File: src/rtl/uart_rx_param.sv
// uart_rx_param: parametrised UART receiver with a receive FIFO, valid/ready output
// and sticky frame/parity/overrun flags.
module uart_rx_param #(
    parameter int CLKS_PER_BIT = 1084,
    parameter int DATA_BITS    = 8,
    parameter int PARITY       = 0,
    parameter int STOP_BITS    = 1,
    parameter int FIFO_DEPTH   = 4
) (
    input  logic                         i_clk,
    input  logic                         i_reset_async,
    input  logic                         i_rxd,
    output logic [DATA_BITS-1:0]         o_rx_data,
    output logic                         o_rx_valid,
    input  logic                         i_rx_ready,
    output logic [$clog2(FIFO_DEPTH):0]  o_fifo_level,
    output logic                         o_frame_err,
    output logic                         o_parity_err,
    output logic                         o_overrun,
    input  logic                         i_err_clr
);
    localparam int CW = $clog2(CLKS_PER_BIT);
    localparam int BW = $clog2(DATA_BITS);
    localparam int AW = $clog2(FIFO_DEPTH);
    localparam logic [CW-1:0] FULL_CNT  = CW'(CLKS_PER_BIT - 1);
    localparam logic [CW-1:0] HALF_CNT  = CW'(CLKS_PER_BIT / 2 - 1);
    localparam logic [BW-1:0] LAST_BIT  = BW'(DATA_BITS - 1);
    localparam logic          LAST_STOP = 1'(STOP_BITS - 1);
    localparam logic          ODD       = (PARITY == 1);

    typedef enum logic [2:0] {IDLE, START, DATA, PAR, STOP, BREAK} state_t;

    state_t                 r_state;
    logic [1:0]             r_sync;
    logic [CW-1:0]          r_cnt;
    logic [BW-1:0]          r_bit;
    logic                   r_stop;
    logic [DATA_BITS-1:0]   r_shift;
    logic                   r_frame_bad;
    logic                   r_par_bad;
    logic                   r_done;
    logic                   r_push;
    logic [AW-1:0]          r_wptr;
    logic [AW-1:0]          r_rptr;
    logic [AW:0]            r_level;
    logic                   r_frame_err;
    logic                   r_parity_err;
    logic                   r_overrun;
    logic [DATA_BITS-1:0]   r_mem [FIFO_DEPTH];

    logic w_rxs, w_tick, w_pop, w_full, w_good;

    assign w_rxs  = r_sync[1];
    assign w_tick = (r_cnt == '0);
    assign w_pop  = o_rx_valid & i_rx_ready;
    assign w_full = (r_level == (AW+1)'(FIFO_DEPTH));
    assign w_good = r_done & ~r_frame_bad & ~r_par_bad;

    always_ff @(posedge i_clk or negedge i_reset_async) begin
        if (!i_reset_async) begin
            r_sync      <= 2'b11;
            r_state     <= IDLE;
            r_cnt       <= '0;
            r_bit       <= '0;
            r_stop      <= 1'b0;
            r_shift     <= '0;
            r_frame_bad <= 1'b0;
            r_par_bad   <= 1'b0;
            r_done      <= 1'b0;
        end else begin
            r_sync <= {r_sync[0], i_rxd};
            r_done <= 1'b0;
            r_cnt  <= w_tick ? FULL_CNT : r_cnt - 1'b1;
            case (r_state)
                IDLE: if (!w_rxs) begin
                    r_state     <= START;
                    r_cnt       <= HALF_CNT;
                    r_frame_bad <= 1'b0;
                    r_par_bad   <= 1'b0;
                end
                START: if (w_tick) begin
                    r_state <= w_rxs ? IDLE : DATA;
                    r_bit   <= '0;
                end
                DATA: if (w_tick) begin
                    r_shift <= {w_rxs, r_shift[DATA_BITS-1:1]};
                    r_bit   <= r_bit + 1'b1;
                    r_stop  <= 1'b0;
                    if (r_bit == LAST_BIT) r_state <= (PARITY != 0) ? PAR : STOP;
                end
                PAR: if (w_tick) begin
                    r_par_bad <= ((^r_shift) ^ w_rxs) != ODD;
                    r_state   <= STOP;
                end
                STOP: if (w_tick) begin
                    r_stop <= r_stop + 1'b1;
                    if (!w_rxs) r_frame_bad <= 1'b1;
                    if (r_stop == LAST_STOP) begin
                        r_done  <= 1'b1;
                        r_state <= (r_frame_bad || !w_rxs) ? BREAK : IDLE;
                    end
                end
                BREAK: if (w_rxs) r_state <= IDLE;
                default: r_state <= IDLE;
            endcase
        end
    end

    // Completion is decided one cycle after the last stop sample; the write lands a cycle later.
    always_ff @(posedge i_clk or negedge i_reset_async) begin
        if (!i_reset_async) begin
            r_push       <= 1'b0;
            r_wptr       <= '0;
            r_rptr       <= '0;
            r_level      <= '0;
            r_frame_err  <= 1'b0;
            r_parity_err <= 1'b0;
            r_overrun    <= 1'b0;
        end else begin
            r_push       <= w_good & (~w_full | w_pop);
            r_frame_err  <= (r_frame_err & ~i_err_clr) | (r_done & r_frame_bad);
            r_parity_err <= (r_parity_err & ~i_err_clr) | (r_done & r_par_bad);
            r_overrun    <= (r_overrun & ~i_err_clr) | (w_good & w_full & ~w_pop);
            r_wptr       <= r_wptr + AW'(r_push);
            r_rptr       <= r_rptr + AW'(w_pop);
            r_level      <= r_level + (AW+1)'(r_push) - (AW+1)'(w_pop);
        end
    end

    always_ff @(posedge i_clk) begin
        if (r_push) r_mem[r_wptr] <= r_shift;
    end

    assign o_rx_valid   = (r_level != '0);
    assign o_rx_data    = o_rx_valid ? r_mem[r_rptr] : '0;
    assign o_fifo_level = r_level;
    assign o_frame_err  = r_frame_err;
    assign o_parity_err = r_parity_err;
    assign o_overrun    = r_overrun;
endmodule

File: config.mk
export PLATFORM = sky130hd
export DESIGN_NAME = uart_rx_param
export DESIGN_NICKNAME = d
export VERILOG_FILES = /design/src/rtl/uart_rx_param.sv
export SDC_FILE = /design/constraint.sdc
export NUM_CORES = 1
export LEC_CHECK = 0
export BUFFER_PORTS_ARGS = -buffer_cell sky130_fd_sc_hd__clkbuf_2
export CAP_MARGIN = 15
export CORE_MARGIN = 1
export CORE_UTILIZATION = 55
export DETAILED_ROUTE_END_ITERATION = 8
export PLACE_DENSITY = 0.85
export SLEW_MARGIN = 20
export SYNTH_ARGS = -nofsm -noshare
export SYNTH_HDL_FRONTEND = slang
export SYNTH_SLANG_ARGS = --single-unit
File: constraint.sdc
create_clock -name i_clk -period 3.65 [get_ports i_clk]
set_input_delay 0.9125 -clock i_clk [delete_from_list [all_inputs] [get_ports i_clk]]
set_output_delay 0.9125 -clock i_clk [all_outputs]
set_load 0.03 [all_outputs]
# Word-level counts from Yosys, hierarchy flattened
# Memory sizes are Yosys's and may differ from the RTL's.
# Cells that the tools add are included.
[word_totals] ramBits=32 mem_count=1 out_inout_bits=15 input_bits=5 wordCells=109 register_bits=42
[op_classes] reduce_logical=16 eq_ne=16 n_addsub=7 bitwise=21 n_mux=32
[mem_list] memory="r_mem" depth=4 word_bits=8 read_ports=1 rd_ports_with_merged_regs=0 wr=1 line="49" rtl="logic [DATA_BITS-1:0] r_mem [FIFO_DEPTH];"
[op_table] operator="$mux 11" n=3
[op_table] operator="$mux 3" n=11
[op_table] operator="$ne 2x2->1 const B" n=9
[op_table] operator="$pmux 3 s6" n=1
[op_table] operator="$eq 3x3->1 const B" n=4
[op_table] operator="$and 1x1->1" n=11
[op_table] operator="$logic_not 11->1" n=1
[op_table] operator="$mux 1" n=11
[op_table] operator="$sub 11x1->11 const B" n=1
[op_table] operator="$reduce_and 3->1" n=3
[op_table] operator="$mux 8" n=1
[op_table] operator="$reduce_and 8->1" n=1
[op_table] operator="$reduce_bool 2->1" n=4
[op_table] operator="$reduce_xor 8->1" n=1
[op_table] operator="$eq 3x2->1 const B" n=2
[op_table] operator="$pmux 1 s2" n=3
[op_table] operator="$pmux 3 s2" n=1
[op_table] operator="$not 1->1" n=5
[op_table] operator="$add 2x1->2" n=2
[op_table] operator="$or 1x1->1" n=4
[op_table] operator="$reduce_and 4->1" n=1
[op_table] operator="$add 3x1->3" n=1
[op_table] operator="$add 3x1->3 const B" n=1
[op_table] operator="$eq 3x1->1 const B" n=1
[op_table] operator="9 further kinds" n=9

# Longest topological paths before layout
# Gate-level depths: netlist of run 1.
[depth] word_depth=6 depth_mapped=9 depth_no_buf=9

# Worst setup path before layout of run 1
# Ideal clock, no wire load.
[synth_path] path_type="register to register" from="reg r_level[1], in the netlist o_fifo_level[1]" to="reg r_level[2], in the netlist o_fifo_level[2]" slack_ns=1.062 path_stages_with_launch=10 t_arrival_ns=2.454 n_path_buf=0 required_ns=3.516 synth_period_minus_slack_ns=2.588 cell_sequence="dfrtp_1 -> nor3_1 -> nor2b_1 -> ha_1 -> inv_1 -> ha_1 -> inv_1 -> fa_1 -> xnor2_1 -> xnor2_1"
[synth_between] elab_chain_len=3
[synth_rtl] item="start: declaration" line="45" rtl="logic [AW:0] r_level;"
[synth_rtl] item="start signal: assignment" line="126" rtl="r_level <= r_level + (AW+1)'(r_push) - (AW+1)'(w_pop);"
[synth_rtl] item="parallel branches: the longest is 2 deep, another holds $add 3x1->3"
[synth_rtl] item="$sub 3x1->3 (*)" line="126"
# Mark *: on every way between the ends.
# A chain may end at the register's enable or synchronous reset.

# Worst setup path after layout of run 1
[layout_path] from="reg r_rptr[0]" to="out o_rx_data[0]"
[layout_between] elab_chain_len=2
[layout_rtl] item="start: declaration" line="44" rtl="logic [AW-1:0] r_rptr;"
[layout_rtl] item="start signal: assignment" line="125" rtl="r_rptr <= r_rptr + AW'(w_pop);"
[layout_rtl] item="$mem_v2 4x8"
[layout_rtl] item="$mux 8" line="135" rtl="assign o_rx_data = o_rx_valid ? r_mem[r_rptr] : '0;"
[layout_rtl] item="end: declaration" line="13" rtl="output logic [DATA_BITS-1:0] o_rx_data,"
# Every way passes these cells.

==> out/results.ini, run 1 <==
[run_status]
run_status = finished, final reports clean

[sta]
hold_violations = 0
tightest_slew_ps = 948
setup_viol = 0
rsz0062_at_grt = false
slew-limit-headroom = 0.368
fmax_mhz = 354
finalCritPeriodShare = 0.773
drv_slew = 0
min_period_ps = 2820
skew_ps = 9.73
timing.setup.tns_ps = 0

[setup_path]
worst_r2r_startpoint = o_fifo_level[1]$_DFF_PN0_
critical_path.endpoint_type = output port
crit_arrival_ps = 1910
r2r_cells = 10
critPathRequiredTime_ps = 2740
worstSetupPathType = reg2out
worst_setup_path_start_kind = flip-flop
reg2reg_slack_ps = 1390
crit_path_max_fanout = 9
r2r-end = o_fifo_level[2]$_DFF_PN0_

[yosys]
synth-simple-area-share = 0.138
synth-compound-area-share = 0.0422
yosys-top-cells-area = dfrtp_1 (31%), edfxtp_1 (29%), mux4_2 (5.5%), xnor2_1 (3.5%), mux2_2 (2.8%)
synth_warnings = 0
yosysTopAreaCell = dfrtp_1
synth_nets = 255
netlist_instances = 242
ys_dominant_reg_cell = dfrtp_1
synth_cell_type_count = 43
synth-edff-count = 32
ys_seq_elements = 74
ys_seq_area_frac = 0.618
syn-cell-area_um2 = 3260
synthMuxAreaShare = 0.0859
yosys.area.top_type_share = 0.307
synth_top_family_by_area = simple AND/OR/NAND/NOR gates
yosys.area_share.adder = 0.0330
synth-xor-area-share = 0.0552
synthArstFlopShare = 0.568
avgSynthCellArea_um2 = 13.5

[clock_tree]
cts_tree = yes
cts-root-buf = clkbuf_8
clk_latency_ps = 350
post_cts_buffers = 0
post_cts_resized = 0
clockBufferDepth = 2
cts_sinks = 74
path_clk_slew_ps = 70
ctsHoldBuffers = 0
cts_made_buffers = 9
htreeDepth = 3

[route]
first_iter_violations = 109
vias_per_cell = 5.50
num_vias = 1870
routedWlPerCell_um = 15.9
ant_nets = 0
drcViolationCount = 0
drt_wl_total_um = 5390
dr.pass1.iters = 4

[die]
core-area_um2 = 5610
die_x_um = 79.0
die_area_um2 = 6240
initial_core_util = 0.582
io_pins = 20
die_h_um = 79.0
rows = 27

[final_layout]
post-route-cell-area_um2 = 3630
fin_util = 0.647
final_cells = 340
antenna_cells = 0
fillers = 413
final_common_cell = dfrtp_1
area_growth_pct = 11.3
drive_gt1_frac = 0.228
layout_common_cells = dfrtp_1 (40), edfxtp_1 (32), clkbuf_2 (18), nand2_1 (17), nor2_1 (15)
nets = 276

[min_path]
holdPathStages = 0
hp-start = r_sync[0]$_DFF_PN1_
worstHoldEndpoint = r_sync[1]$_DFF_PN1_
min_path_type = reg2reg

[power_and_ir_drop]
power_leakage_nw = 1.38
power.density_nw_per_um2 = 540
peakVddDrop_uv = 335

[global_routing]
track_usage = 0.204
overflow = 0
grt_first_pass_wirelength_um = 9210
grt_max_degree = 43
antenna_found_initial = 0
grt_pass1_vias = 1883

[placed_design]
port_buffers = 19
place_congestion = 0.773
placed_cells = 324
placed_cell_area_um2 = 3410
hpwl_um = 3610

[flow_run]
cap_violations = 0

==> final cells by class <==
cell class                 instances  area [um^2]  share of cell area
clock buffer                      11          153              0.0420
inverter                          12         45.0              0.0124
clock inverter                     5         60.1              0.0165
timing repair buffer              20          103              0.0283
tap                               72         90.1              0.0248
sequential                        74         2010               0.555
multi-input combinational        146         1170               0.321
==> sequential cells by signal, summed over array words and instances, names as in the netlist <==
signal        cells
r_frame_bad       1
r_wptr            2
r_done            1
r_cnt            11
r_sync            2
r_mem            32
r_rptr            2
r_stop            1
r_state           3
o_frame_err       1
r_bit             3
r_push            1
o_fifo_level      3
o_overrun         1
o_parity_err      1
r_par_bad         1
r_shift           8
==> routing by layer <==
layer,vias to the layer above,wire length (um),global-route usage
met5,-,0,0
met3,11,162,0.0471
met2,29,2670,0.323
met1,919,2450,0.260
li1,911,-,-
met4,0,102,0.116
==> report_power, final <==
group | internal (mW) | switching, mW
combinational | 0.131 | 0.204
sequential | 0.895 | 0.0728
clock | 0.360 | 0.299
total | 1.39 | 0.576
==> worst max-delay path by stage <==
stage	slack, ps	endpoint	from
6_report	830	o_rx_data[0]	r_rptr[0]$_DFF_PN0_
5_1_grt	690	o_rx_data[6]	r_rptr[0]$_DFF_PN0_
4_1_cts	770	o_rx_data[6]	r_rptr[0]$_DFF_PN0_
3_5_place_dp	1080	o_fifo_level[2]$_DFF_PN0_	i_rx_ready
3_3_place_gp	1210	o_rx_data[5]	r_rptr[0]$_DFF_PN0_
2_1_floorplan	1060	o_fifo_level[2]$_DFF_PN0_	o_fifo_level[1]$_DFF_PN0_
==> per-stage QoR <==
step,power [mW],setup WS (ps),hold slack [ps]
global route,2.05,686,365
floorplan,1.22,1060,345
CTS,1.99,770,362
global placement,1.31,1210,346
detailed placement,1.33,1080,351
finish,1.96,827,361
==> kinds of logic after synthesis <==
group	Yosys count
AO/OA/AOI/OAI	23
adder cells (fa/ha/maj)	8
flip-flops	74
multiplexers	17
XOR/XNOR	19
AND/OR/NAND/NOR	79
buffers and inverters	22
==> critical path, stage by stage (launching register included) <==
cell and delay (ps):
dfrtp_1 680, mux4_2 570, nor2b_1 140, clkbuf_2 170
==> Yosys cell counts (2+ instances only) <==
library cell,number
ha_1,7
mux2_2,8
nor4_1,5
nand2b_1,5
nand2_1,17
o21ai_1,2
o21ai_0,9
o22ai_1,2
or3_1,4
a21oi_1,4
inv_1,12
xnor2_1,13
dfstp_2,2
nor2b_1,11
nand3b_1,2
xor2_1,5
mux4_2,8
nor2_1,15
nand3_1,4
o41ai_1,2
nor3_1,6
clkbuf_1,8
edfxtp_1,32
dfrtp_1,40
No activity file was read; power rests on OpenSTA's default activity.
==> run 2: changes to the inputs <==
CORE_UTILIZATION = 54   (was 55)
PLACE_DENSITY = 0.87   (was 0.85)
clock period = 2.34 ns   (was 3.65 ns; I/O delays follow)
==> out/results.ini, run 2 (same netlist as run 1, synthesis figures left out) <==
[sta]
finalCritPeriodShare = 0.978
min_period_ps = 2290
holdWs_ps = 83.7  ; -278 ps
hold_violations = 0  ; unchanged
timing.setup.tns_ps = 0  ; unchanged
rsz0062_at_grt = false
skew_ps = 10.3  ; +0.615 ps
fmax_mhz = 437
setup_viol = 0  ; unchanged
drv_slew = 0  ; unchanged
slew-limit-headroom = 0.486  ; +0.118
tightest_slew_ps = 768  ; -179 ps

[die]
initial_core_util = 0.575  ; -0.00692
die_x_um = 79.7  ; +0.90%
die_area_um2 = 6360  ; +1.8%
core-area_um2 = 5680  ; +1.2%
io_pins = 20  ; unchanged
die_h_um = 79.7  ; +0.90%
rows = 27  ; unchanged

[setup_path]
crit_family = multiplexers
critical_path_buf_inv_count = 2  ; +1
worstPathCellList = buf_4 > mux4_2 > nor2b_1 > clkbuf_2
critPathRequiredTime_ps = 1750  ; -990 ps
cp_slowest_cell = mux4_2
cp_slowest_stage_delay_ps = 500  ; -180 ps
critical_path.endpoint_type = output port
worstSetupPathType = reg2out
worst_setup_path_start_kind = flip-flop
crit_arrival_ps = 1700  ; -210 ps
crit_path_max_fanout = 5  ; -4

[global_routing]
grt_max_degree = 34  ; -21%
track_usage = 0.208  ; +0.00397
antenna_found_initial = 0  ; unchanged
overflow = 0  ; unchanged
grt_first_pass_wirelength_um = 9490  ; +3.0%
grt_pass1_vias = 1889  ; +0.32%

[route]
drt_wl_total_um = 5690  ; +5.6%
routedWlPerCell_um = 16.4  ; +3.1%
dr.pass1.iters = 4  ; unchanged
drcViolationCount = 0  ; unchanged
first_iter_violations = 136  ; +25%
num_vias = 1942  ; +3.9%
vias_per_cell = 5.58  ; +1.5%
ant_nets = 0  ; unchanged

[final_layout]
top_regs = r_mem: 32 flops, r_cnt: 11 flops, r_shift: 8 flops
largest-register = r_mem
largest_reg_flops = 32  ; unchanged
final_common_cell = dfrtp_1
nets = 284  ; +2.9%
antenna_cells = 0  ; unchanged
drive_gt1_frac = 0.261  ; +0.0333
fillers = 402  ; -2.7%
regArea_um2 = 2020  ; about the same
layout_common_cells = dfrtp_1 (39), edfxtp_1 (32), nand2_1 (17), clkbuf_2 (17), nor2_1 (15)
multi_input_area_um2 = 1180  ; +1.2%
area_growth_pct = 12.8

[clock_tree]
cts_made_buffers = 9  ; unchanged
cts_tree = yes
cts-root-buf = clkbuf_8
ctsHoldBuffers = 0  ; unchanged
clockBufferDepth = 2  ; unchanged
path_clk_slew_ps = 80  ; about the same
clk_latency_ps = 350  ; about the same
cts_sinks = 74  ; unchanged
htreeDepth = 3  ; unchanged

[power_and_ir_drop]
power_leakage_nw = 1.41  ; +2.1%
p_sw_mw = 0.962  ; +67%
p_clk_frac = 0.305  ; -0.031
p_int_mw = 2.05  ; +48%
pwr-share-comb = 0.200  ; +0.029
power.density_nw_per_um2 = 820  ; +52%
netSwitchingFraction = 0.319  ; +0.0253
peakVddDrop_uv = 502  ; +50%
p_seq_frac = 0.494  ; about the same

[run_status]
run_status = finished, final reports clean

[min_path]
min_path_type = in2async

[flow_run]
cap_violations = 0  ; unchanged

[placed_design]
port_buffers = 19  ; unchanged
hpwl_um = 3840  ; +6.3%
place_congestion = 0.786  ; +1.8%

-- run 2: cell types whose count changed in the layout (fill, tap and decap cells not counted), sizes merged --
| cell | before | now |
|---|---|---|
| buf | 2 | 10 |
| clkbuf | 29 | 28 |
| bufinv | 1 | 0 |
| clkinv | 2 | 1 |
| inv | 13 | 15 |
| clkinvlp | 1 | 2 |
-- run 2: repair_timing --
item                                    CTS  global route
endpoints found under the setup margin    8             6
cloned                                    0             0
resized for setup                         1             5
setup buffers                             2             0
-- run 2: per-stage QoR --
| step | power (mW) | area, um^2 | setup slack (ps) | util | cells |
|---|---|---|---|---|---|
| floorplan | 1.92 | 3270 | 77.7 | - | 242 |
| global placement | 2.06 | 3460 | 178 | 0.610 | 330 |
| detailed placement | 2.09 | 3460 | 25.2 | 0.610 | 330 |
| CTS | 3.04 | 3660 | 26.1 | 0.646 | 348 |
| global route | 3.15 | 3680 | 2.49 | 0.648 | 348 |
| finish | 3.02 | 3680 | 52.6 | 0.648 | 348 |
-- run 2: final cells by class --
class,instances,share of cell area
Sequential cell,74,0.548
Multi-Input combinational cell,146,0.321
Timing Repair Buffer,28,0.0442
Clock buffer,10,0.0374
Tap cell,72,0.0245
Clock inverter,6,0.0129
Inverter,12,0.0122
-- run 2: final timing paths --
kind,startpoint,end,slack (ps),depth (start not counted)
setup / recovery,r_rptr[0]$_DFF_PN0_,o_rx_data[0],50,4
hold reg to reg,r_sync[0]$_DFF_PN1_,r_sync[1]$_DFF_PN1_,360,0
min in group i_clk,i_rxd,r_sync[0]$_DFF_PN1_,310,1
max in group asynchronous,i_reset_async,r_sync[0]$_DFF_PN1_,1550,2
hold / removal,i_reset_async,r_cnt[10]$_DFF_PN0_,80,1
setup reg to reg,o_fifo_level[1]$_DFF_PN0_,o_fifo_level[2]$_DFF_PN0_,160,9
-- run 2: routing by layer --
| metal | up-vias | part of all wire | track usage |
|---|---|---|---|
| li1 | 924 | - | - |
| met1 | 967 | 0.42 | 0.256 |
| met5 | - | 0 | 0 |
| met4 | 0 | 0.013 | 0.0709 |
| met2 | 41 | 0.53 | 0.350 |
| met3 | 10 | 0.035 | 0.0629 |
-- run 2: power groups by stage --
stage | Combinational [mW] | Clock [mW] | Sequential (mW)
2_1_floorplan | 0.392 | 0 | 1.53
3_3_place_gp | 0.513 | 0 | 1.55
3_5_place_dp | 0.534 | 0 | 1.56
4_1_cts | 0.609 | 0.943 | 1.49
5_1_grt | 0.657 | 0.994 | 1.50
6_report | 0.604 | 0.921 | 1.49
